File: config.mk
export PLATFORM = sky130hd
export DESIGN_NAME = ds_pwm_decimator_flat
export DESIGN_NICKNAME = d
export VERILOG_FILES = /design/src/rtl/ds_pwm_decimator_pkg.sv /design/src/rtl/ds_pwm_decimator_if.sv /design/src/rtl/ds_pwm_decimator_cic2.sv /design/src/rtl/ds_pwm_decimator.sv /design/src/flat_wrapper.sv
export SDC_FILE = /design/constraint.sdc
export NUM_CORES = 1
export LEC_CHECK = 0
export CORE_AREA = 2 2 232 234
export DETAILED_ROUTE_END_ITERATION = 10
export DIE_AREA = 0 0 234 236
export SYNTH_ARGS = -nofsm -noshare
export SYNTH_HDL_FRONTEND = slang
export SYNTH_SLANG_ARGS = --single-unit
File: constraint.sdc
create_clock -name clock -period 34.8 [get_ports clock]
set_input_delay 6.96 -clock clock [delete_from_list [all_inputs] [get_ports clock]]
set_output_delay 6.96 -clock clock [all_outputs]
set_load 0.01 [all_outputs]
File: src/rtl/ds_pwm_decimator_pkg.sv
// Shared definitions for the ternary pwm link between the beamformer
// modulators and the receive-side decimator.
package ds_pkg;

  // Two-bit ternary code carried on each pwm lane
  typedef logic [1:0] pwm_t;

  localparam pwm_t PWM_POS     = 2'b01;
  localparam pwm_t PWM_NEG     = 2'b11;
  localparam pwm_t PWM_ZERO    = 2'b00;
  localparam pwm_t PWM_ILLEGAL = 2'b10;

  // Map a ternary code to a signed 2-bit value; the illegal code reads as zero
  function automatic logic signed [1:0] pwm_to_int(input pwm_t code);
    case (code)
      PWM_POS:  return 2'sb01;
      PWM_NEG:  return 2'sb11;
      PWM_ZERO: return 2'sb00;
      default:  return 2'sb00;
    endcase
  endfunction

  // Width needed by a sinc2 decimator by DECIM: growth of 2*log2(DECIM) bits
  // on top of a signed input, plus headroom for the +/-DECIM^2 extremes
  function automatic int out_width(input int decim);
    return 2 * $clog2(decim) + 2;
  endfunction

endpackage

File: src/rtl/ds_pwm_decimator_if.sv
// Bundle of the pwm input lanes and decimated output bus.
// master: the side feeding pwm codes; slave: the decimator.
interface ds_pwm_decimator_if
  import ds_pkg::*;
#(
  parameter int N_CH  = 8,
  parameter int DECIM = 8
);

  localparam int OUT_W = out_width(DECIM);

  logic                             en;
  pwm_t [N_CH-1:0]                  pwm;
  logic [N_CH-1:0][OUT_W-1:0]       sample;
  logic                             out_valid;
  logic [N_CH-1:0]                  err;

  modport master (
    output en, pwm,
    input  sample, out_valid, err
  );

  modport slave (
    input  en, pwm,
    output sample, out_valid, err
  );

endinterface

File: src/rtl/ds_pwm_decimator_cic2.sv
// One channel of the decimator: ternary decode, two integrators running on
// every enabled input, and two combs that run only on the decimation edge.
module ds_cic2_chan
  import ds_pkg::*;
#(
  parameter int OUT_W = 8
) (
  input  logic                    clock,
  input  logic                    reset,
  input  logic                    en,
  input  logic                    dec,
  input  pwm_t                    code,
  output logic signed [OUT_W-1:0] sample,
  output logic                    err
);

  logic signed [1:0]       x_small;
  logic signed [OUT_W-1:0] x;
  logic signed [OUT_W-1:0] int1_q, int1_d;
  logic signed [OUT_W-1:0] int2_q, int2_d;
  logic signed [OUT_W-1:0] d1_q, d1_d;
  logic signed [OUT_W-1:0] d2_q, d2_d;
  logic signed [OUT_W-1:0] sample_q, sample_d;
  logic signed [OUT_W-1:0] c1, c2;
  logic                    err_q, err_d;

  // Next-state for integrators, comb delays, output and sticky error;
  // all arithmetic wraps modulo 2^OUT_W by design
  always_comb begin
    x_small  = pwm_to_int(code);
    x        = {{(OUT_W-2){x_small[1]}}, x_small};
    int1_d   = int1_q;
    int2_d   = int2_q;
    d1_d     = d1_q;
    d2_d     = d2_q;
    sample_d = sample_q;
    err_d    = err_q;
    if (en) begin
      int1_d = int1_q + x;
      int2_d = int2_q + int1_d;
      if (code == PWM_ILLEGAL) begin
        err_d = 1'b1;
      end
    end
    c1 = int2_d - d1_q;
    c2 = c1 - d2_q;
    if (dec) begin
      d1_d     = int2_d;
      d2_d     = c1;
      sample_d = c2;
    end
  end

  // Channel state registers, cleared asynchronously
  always_ff @(posedge clock or posedge reset) begin
    if (reset) begin
      int1_q   <= '0;
      int2_q   <= '0;
      d1_q     <= '0;
      d2_q     <= '0;
      sample_q <= '0;
      err_q    <= 1'b0;
    end else begin
      int1_q   <= int1_d;
      int2_q   <= int2_d;
      d1_q     <= d1_d;
      d2_q     <= d2_d;
      sample_q <= sample_d;
      err_q    <= err_d;
    end
  end

  assign sample = sample_q;
  assign err    = err_q;

endmodule

File: src/rtl/ds_pwm_decimator.sv
// N_CH-channel sinc2 decimator for ternary pwm streams. One shared phase
// counter picks the decimation edge so every channel updates together.
module ds_pwm_decimator
  import ds_pkg::*;
#(
  parameter int N_CH  = 8,
  parameter int DECIM = 8
) (
  input  logic               clock,
  input  logic               reset,
  ds_pwm_decimator_if.slave  bus
);

  localparam int OUT_W = out_width(DECIM);
  localparam int PH_W  = $clog2(DECIM);

  logic [PH_W-1:0]            phase_q, phase_d;
  logic                       valid_q, valid_d;
  logic                       dec_edge;
  logic [N_CH-1:0][OUT_W-1:0] sample_w;
  logic [N_CH-1:0]            err_w;

  assign dec_edge = bus.en && (phase_q == PH_W'(DECIM - 1));

  // Phase advances on enabled inputs only and wraps naturally (DECIM is a
  // power of two); the strobe is raised for the cycle after the last input
  always_comb begin
    phase_d = phase_q;
    valid_d = 1'b0;
    if (bus.en) begin
      phase_d = phase_q + PH_W'(1);
      valid_d = dec_edge;
    end
  end

  // Shared phase counter and output strobe registers
  always_ff @(posedge clock or posedge reset) begin
    if (reset) begin
      phase_q <= '0;
      valid_q <= 1'b0;
    end else begin
      phase_q <= phase_d;
      valid_q <= valid_d;
    end
  end

  for (genvar g = 0; g < N_CH; g++) begin : g_chan
    ds_cic2_chan #(
      .OUT_W (OUT_W)
    ) u_chan (
      .clock  (clock),
      .reset  (reset),
      .en     (bus.en),
      .dec    (dec_edge),
      .code   (bus.pwm[g]),
      .sample (sample_w[g]),
      .err    (err_w[g])
    );
  end

  assign bus.sample    = sample_w;
  assign bus.err       = err_w;
  assign bus.out_valid = valid_q;

endmodule

File: src/flat_wrapper.sv
// flat-port wrapper written by rule: the top's interface ports become plain ports
module ds_pwm_decimator_flat import ds_pkg::*;
#(
  parameter int N_CH  = 8,
  parameter int DECIM = 8
)
  (clock, reset, bus_en, bus_pwm, bus_sample, bus_out_valid, bus_err);
  ds_pwm_decimator_if #(.N_CH(N_CH), .DECIM(DECIM)) bus_i ();
  input  logic clock;
  input  logic reset;
  input wire logic [$bits(bus_i.en)-1:0] bus_en;
  input wire logic [$bits(bus_i.pwm)-1:0] bus_pwm;
  output wire logic [$bits(bus_i.sample)-1:0] bus_sample;
  output wire logic [$bits(bus_i.out_valid)-1:0] bus_out_valid;
  output wire logic [$bits(bus_i.err)-1:0] bus_err;
  assign bus_i.en = bus_en;
  assign bus_i.pwm = bus_pwm;
  assign bus_sample = bus_i.sample;
  assign bus_out_valid = bus_i.out_valid;
  assign bus_err = bus_i.err;
  ds_pwm_decimator #(.N_CH(N_CH), .DECIM(DECIM)) u_core (.clock(clock), .reset(reset), .bus(bus_i));
endmodule
==> metrics.md, run 1 <==
| Metric | Value |
|---|---|
| Vias post-DR | 14,600 |
| Hold path depth | 1 |
| Critical Path Slowest Stage Cell | sky130_fd_sc_hd__fa_1 |
| Pin count of the biggest net entering global routing | 157 |
| Vertical die dimension | 236 um |
| Ratio of cells with drive above 1 in the final layout | 0.0949 |
| Maximum buffer depth of the clock tree | 3 |
| Global-route wire length before repair | 72,900 um |
| Clock root buffer | sky130_fd_sc_hd__clkbuf_16 |
| Final RePlAce weighted congestion | 0.793 |
| Placeable core region | 0.0531 mm2 |
| Setup_tns | 0 ns |
| Via-per-instance ratio | 4.98 |
| Antenna-violating nets left | 0 |
| Worst hold path endpoint | u_core.g_chan[4].u_chan.err |
| Tcrit/Tclk final | 0.334 |
| Hold slack | 0.464 ns |
| Post-synthesis cell count | 2,129 |
| Area added between synthesis and finish | 14.2% |
| Clock sink total | 332 |
| Total CTS buffers | 41 |
| Number of hold buffers added after CTS | 0 |
| Number of global-route vias before repair | 15,200 |
| Post-synth top flop | sky130_fd_sc_hd__dfrtp_1 |
| Number of DRC violations after detailed-routing iteration 0 | 692 |
| Depth of the worst register-to-register path | 22 |
| Number of antenna violations at the first check in global routing | 0 |
| Count of endpoints failing hold in the final timing report | 0 |
| RSZ-0062 raised after global routing | false |
| Async set or reset register ratio after synthesis | 1.00 |
| Skew-Pair Late Insertion Delay | 0.55 ns |
| Critical path, cell by cell | clkdlybuf4s50_1 > ha_1 > inv_1 > fa_1 > inv_1 > ha_1 > a21o_1 > a21oi_1 > xnor2_1 > mux2_2 > ha_1 > nand3_1 > nand2_1 > a41oi_1 > nor2b_1 > xnor2_1 > ha_1 > or2_2 > a21oi_1 > a21oi_1 > xor2_1 > xnor3_1 > o21ai_1 |
| Placed wire-length estimate | 29,100 um |
| Overall fraction of global-route tracks in use | 0.159 |
| Total routed wirelength | 41,900 um |
| R2r setup slk | 29.78 ns |
| CP Capture Type | flip-flop |
| H-tree depth reported by CTS | 2 |
| Post-cts resize count | 0 |
| Endpoint of the lowest-slack register-to-register path | u_core.g_chan[2].u_chan.sample[7] |
| Boundary Pins | 92 |
| Overall die width | 234 um |
| Final antenna diode count | 0 |
| Normalized max-slew margin | 0.331 |
| CTS clock-pin slew for the worst setup and hold paths | 0.06 ns |
| Synthesized area | 0.0210 mm2 |
| Delay contributed by the slowest stage of the critical path | 0.58 ns |
| Outcome | finished, final reports clean |
| Filler Cell Count | 4,965 |
| Number of pins with negative max-slew slack in the final report | 0 |
| Arrival time reported for the critical path endpoint | 12.08 ns |
| Peak Freq | 86.1 MHz |
| Critical setup path kind | in -> reg |
| Number of flip-flops and latches in the synthesized netlist | 332 |
| Cell family with the largest share of critical-path delay | adder cells |
| Port Buffers | 91 |
| First-pass iteration count of the detailed router | 5 |
| Crit Path Max Fanout | 4 |
| Count of synthesis-stage warnings from yosys | 0 |
| Setup bufs post-CTS | 0 |
| Number of DRC violations after detailed routing | 0 |
| CP Data Required Time | 35.27 ns |
| Detailed-route wire length per cell | 14.3 um |
| Syn Area/Cell | 9.84 um2 |
| Number of nets in the finished design | 2,483 |
| Most frequent cell on the critical path | sky130_fd_sc_hd__ha_1 |
| Type of the worst min-delay path | reg -> reg |
| Startpoint of the lowest-slack hold path | u_core.g_chan[4].u_chan.err |
| Post-synth EDFFs | 0 |
| Die Footprint | 0.0552 mm2 |
| Number of rows in the core area | 85 |
| Final setup violation count | 0 |
| Number of buffer and inverter stages on the critical path | 3 |
| Transition time of the tightest slew-check pin | 1.00 ns |
| Overflow left after global routing | 0 |
| Post-synth cell types | 45 |
| Syn_nets | 2,408 |
| Post-layout min period | 11.61 ns |
| Max cap viols | 0 |
| Sequential cell area fraction in the yosys report | 0.397 |
| Startpoint kind of the worst setup timing path | input port |
| Clock tree from TritonCTS | yes |
| Clock skew | 0.0143 ns |
| Startpoint of the lowest-slack register-to-register path | u_core.g_chan[2].u_chan.int1_q[0] |
| Initial standard-cell utilization of the core | 0.395 |
## worst max path at each step
stage / from / end / slack, ns / cells after the start
after global placement: bus_pwm[4] / u_core.g_chan[2].u_chan.sample[7] / 22.71 / 25
after detailed placement: bus_pwm[14] / u_core.g_chan[7].u_chan.sample[7] / 22.64 / 24
after floorplan: reset / u_core.bus.out_valid / 18.64 / 1
after global routing: bus_pwm[4] / u_core.g_chan[2].u_chan.sample[7] / 22.80 / 24
final: bus_pwm[4] / u_core.g_chan[2].u_chan.sample[7] / 23.19 / 23
after CTS: bus_pwm[14] / u_core.g_chan[7].u_chan.sample[7] / 23.21 / 24
## routing by layer
metal | up-vias | share of wire | global-route usage
li1 | 7364 | - | -
met1 | 7002 | 0.47 | 0.206
met2 | 167 | 0.47 | 0.266
met3 | 60 | 0.037 | 0.0336
met4 | 0 | 0.022 | 0.0430
met5 | - | 0 | 0
## cell usage after synthesis (23+ instances only)
cell / instances / area share
sky130_fd_sc_hd__a21o_1: 54 / 0.019
sky130_fd_sc_hd__a21oi_1: 148 / 0.035
sky130_fd_sc_hd__clkbuf_1: 46 / 0.0082
sky130_fd_sc_hd__dfrtp_1: 332 / 0.40
sky130_fd_sc_hd__fa_1: 32 / 0.031
sky130_fd_sc_hd__ha_1: 228 / 0.14
sky130_fd_sc_hd__inv_1: 214 / 0.038
sky130_fd_sc_hd__mux2_2: 110 / 0.059
sky130_fd_sc_hd__nand2_1: 247 / 0.044
sky130_fd_sc_hd__nor2_1: 64 / 0.011
sky130_fd_sc_hd__nor3_1: 23 / 0.0055
sky130_fd_sc_hd__o21ai_0: 195 / 0.047
sky130_fd_sc_hd__o21bai_1: 34 / 0.012
sky130_fd_sc_hd__xnor2_1: 143 / 0.060
sky130_fd_sc_hd__xor2_1: 54 / 0.023
## through the flow
| step | setup slack [ns] | instances | cell area, um2 | util |
|---|---|---|---|---|
| 6_report | 23.19 | 2930 | 23900 | 0.451 |
| 5_1_grt | 22.80 | 2930 | 23900 | 0.451 |
| 4_1_cts | 23.21 | 2930 | 23900 | 0.451 |
| 3_5_place_dp | 22.64 | 2857 | 22500 | 0.425 |
| 3_3_place_gp | 22.71 | 2857 | 22500 | 0.425 |
| 2_1_floorplan | 18.64 | 2129 | 21000 | - |
## layout by cell type (no fill, tap or decap), drive strengths merged, types with 55 or more instances in the layout
cell / count
o21ai: 207
nand2: 247
inv: 219
xnor2: 143
dfrtp: 332
ha: 228
a21oi: 148
a21o: 55
mux2: 110
clkbuf: 57
nor2: 64
clkdlybuf4s50: 90
## state kept, by name, summed over array words and instances, names as in the netlist
register / flops
u_core.g_chan.u_chan.err: 8
u_core.phase_q: 3
u_core.g_chan.u_chan.d1_q: 64
u_core.g_chan.u_chan.int2_q: 64
u_core.g_chan.u_chan.d2_q: 64
u_core.g_chan.u_chan.int1_q: 64
u_core.g_chan.u_chan.sample: 64
u_core.bus.out_valid: 1
## cells by family (layout without fill, tap and decap cells)
kind of cell / count (synthesis) / after routing / synth area share
AO/OA/AOI/OAI: 519 / 519 / 0.145
AND/OR/NAND/NOR: 404 / 404 / 0.0830
flip-flops: 332 / 332 / 0.397
buffers and inverters: 287 / 392 / 0.0529
adder cells (fa/ha/maj): 260 / 260 / 0.167
XOR/XNOR: 205 / 205 / 0.0913
multiplexers: 122 / 122 / 0.0649
## layout make-up
class                   instances  area, um2  share of cell area
repair buffers                 99        985              0.0412
clock inverters                16        211             0.00884
flip-flops and latches        332       8310               0.347
well taps                     696        871              0.0364
clock buffers                  57       1170              0.0487
inverters                     220        838              0.0350
multi-input cells            1510      11500               0.483
Power of run 1 is not shown: default switching activity piles up to over one toggle a cycle in this logic, so the estimate is an artifact.
==> run 2, diff against run 1 <==
- clock period: 34.8 -> 11.71 ns (I/O delays scaled with it)
==> metrics.md, run 2 (same netlist as run 1, synthesis figures left out) <==
| Metric | Value |
|---|---|
| Vias post-DR | 14,500 (was 14,600) |
| Type of the worst min-delay path | reg -> reg (unchanged) |
| Normalized max-slew margin | 0.346 (was 0.331) |
| Setup bufs post-CTS | 0 (unchanged) |
| Post-cts resize count | 0 (unchanged) |
| Number of DRC violations after detailed routing | 0 (unchanged) |
| Clock skew | 0.0141 ns (was 0.0143 ns) |
| R2r setup slk | 6.67 ns (was 29.78 ns) |
| Overflow left after global routing | 0 (unchanged) |
| Setup_tns | 0 ns (unchanged) |
| Endpoint of the lowest-slack register-to-register path | u_core.g_chan[2].u_chan.sample[7] (unchanged) |
| H-tree depth reported by CTS | 2 (unchanged) |
| Number of antenna violations at the first check in global routing | 0 (unchanged) |
| Startpoint of the lowest-slack hold path | u_core.g_chan[4].u_chan.err (unchanged) |
| Cell total after placement | 2,859 (was 2,857) |
| Depth of the worst register-to-register path | 23 (was 22) |
| Maximum buffer depth of the clock tree | 3 (unchanged) |
| Hold path depth | 1 (unchanged) |
| RSZ-0062 raised after global routing | false (unchanged) |
| Initial standard-cell utilization of the core | 0.395 (unchanged) |
| Skew-Pair Late Insertion Delay | 0.55 ns (about the same) |
| Hold slack | 0.465 ns (was 0.464 ns) |
| Leading cell type in the layout, fill and taps excluded | sky130_fd_sc_hd__dfrtp_1 (unchanged) |
| Number of DRC violations after detailed-routing iteration 0 | 589 (was 692) |
| Area added between synthesis and finish | 14.1% (was 14.2%) |
| Total routed wirelength | 42,000 um (was 41,900 um) |
| Post-layout min period | 7.01 ns |
| Outcome | finished, final reports clean (unchanged) |
| Antenna-violating nets left | 0 (unchanged) |
| Top library cells by usage in the layout, fill and taps aside | sky130_fd_sc_hd__dfrtp_1, sky130_fd_sc_hd__nand2_1, sky130_fd_sc_hd__ha_1, sky130_fd_sc_hd__inv_1, sky130_fd_sc_hd__o21ai_0 (unchanged) |
| Placed wire-length estimate | 29,500 um (was 29,100 um) |
| Die Footprint | 0.0552 mm2 (unchanged) |
| Post-layout util | 0.450 (was 0.451) |
| Total CTS buffers | 40 (was 41) |
| Number of global-route vias before repair | 15,400 (was 15,200) |
| Arrival time reported for the critical path endpoint | 7.48 ns (was 12.08 ns) |
| Port Buffers | 91 (unchanged) |
| Number of nets in the finished design | 2,484 (was 2,483) |
| Startpoint of the lowest-slack register-to-register path | u_core.g_chan[2].u_chan.int1_q[0] (unchanged) |
| Number of hold buffers added after CTS | 0 (unchanged) |
| Critical setup path kind | in -> reg (unchanged) |
| Startpoint kind of the worst setup timing path | input port (unchanged) |
| Final RePlAce weighted congestion | 0.795 (was 0.793) |
| Boundary Pins | 92 (unchanged) |
| Vertical die dimension | 236 um (unchanged) |
| Transition time of the tightest slew-check pin | 0.982 ns (was 1.00 ns) |
| First-pass iteration count of the detailed router | 5 (unchanged) |
| Count of endpoints failing hold in the final timing report | 0 (unchanged) |
| Final antenna diode count | 0 (unchanged) |
| Final setup violation count | 0 (unchanged) |
| CP Capture Type | flip-flop (unchanged) |
| Fin cells | 2,931 (was 2,930) |
| Worst hold path endpoint | u_core.g_chan[4].u_chan.err (unchanged) |
| Detailed-route wire length per cell | 14.3 um (about the same) |
| Clock root buffer | sky130_fd_sc_hd__clkbuf_16 (unchanged) |
| Number of rows in the core area | 85 (unchanged) |
| Overall fraction of global-route tracks in use | 0.160 (was 0.159) |
| Overall die width | 234 um (unchanged) |
| Placeable core region | 0.0531 mm2 (unchanged) |
| Ratio of cells with drive above 1 in the final layout | 0.0966 (was 0.0949) |
| Crit Path Max Fanout | 6 (was 4) |
| Peak Freq | 143 MHz |
| Global-route wire length before repair | 73,600 um (was 72,900 um) |
| CP Data Required Time | 12.18 ns (was 35.27 ns) |
| Via-per-instance ratio | 4.96 (was 4.98) |
| CTS clock-pin slew for the worst setup and hold paths | 0.06 ns (about the same) |
| Clock sink total | 332 (unchanged) |
| Clock tree from TritonCTS | yes (unchanged) |
| Pin count of the biggest net entering global routing | 121 (was 157) |
| Tcrit/Tclk final | 0.599 |
| Number of pins with negative max-slew slack in the final report | 0 (unchanged) |
| Max cap viols | 0 (unchanged) |
[run 2: stage by stage]
| stage | area (um2) | setup WS [ns] |
|---|---|---|
| after CTS | 23900 | 4.68 |
| after floorplan | 21000 | 0.172 |
| after detailed placement | 22500 | 4.07 |
| after global placement | 22500 | 4.24 |
| final | 23900 | 4.70 |
| after global routing | 23900 | 4.25 |
[run 2: final cells by class]
type | instances | area [um2]
clock buffers | 52 | 1130
clock inverters | 20 | 231
fillers | 4922 | 29200
inverters | 220 | 838
multi-input cells | 1510 | 11500
flip-flops and latches | 332 | 8310
well taps | 696 | 871
repair buffers | 101 | 987
[run 2: critical path: stages]
cell	delay (ns)
sky130_fd_sc_hd__clkdlybuf4s50_1	0.50
sky130_fd_sc_hd__nand2_1	0.12
sky130_fd_sc_hd__inv_1	0.19
sky130_fd_sc_hd__ha_1	0.29
sky130_fd_sc_hd__a21o_2	0.20
sky130_fd_sc_hd__a21oi_1	0.17
sky130_fd_sc_hd__xnor2_1	0.17
sky130_fd_sc_hd__ha_1	0.32
sky130_fd_sc_hd__o21ai_0	0.12
sky130_fd_sc_hd__nand2b_1	0.12
sky130_fd_sc_hd__xor2_1	0.16
sky130_fd_sc_hd__mux2_2	0.28
sky130_fd_sc_hd__ha_1	0.35
sky130_fd_sc_hd__nand3_1	0.10
sky130_fd_sc_hd__nand2_1	0.05
sky130_fd_sc_hd__a41oi_1	0.23
sky130_fd_sc_hd__nor2b_1	0.20
sky130_fd_sc_hd__xnor2_1	0.18
sky130_fd_sc_hd__ha_1	0.31
sky130_fd_sc_hd__or2_2	0.28
sky130_fd_sc_hd__a21oi_1	0.15
sky130_fd_sc_hd__a21oi_1	0.08
sky130_fd_sc_hd__xor2_1	0.18
sky130_fd_sc_hd__xnor3_1	0.26
sky130_fd_sc_hd__o21ai_1	0.12
[run 2: worst max path at each step]
stage	to	startpoint	cells past startpoint	slack, ns
after detailed placement	u_core.g_chan[7].u_chan.sample[7]	bus_pwm[14]	24	4.07
after floorplan	u_core.bus.out_valid	reset	1	0.17
after global routing	u_core.g_chan[2].u_chan.sample[7]	bus_pwm[4]	25	4.25
after global placement	u_core.g_chan[2].u_chan.sample[7]	bus_pwm[4]	25	4.24
after CTS	u_core.g_chan[7].u_chan.sample[7]	bus_pwm[14]	24	4.68
final	u_core.g_chan[2].u_chan.sample[7]	bus_pwm[4]	25	4.70
[run 2: layer usage]
layer / share of wire / vias to the layer above / global-route usage
li1: - / 7362 / -
met1: 0.47 / 6982 / 0.209
met2: 0.48 / 133 / 0.269
met3: 0.033 / 59 / 0.0280
met4: 0.022 / 0 / 0.0478
met5: 0 / - / 0
Power of run 2 is left out for the same reason.
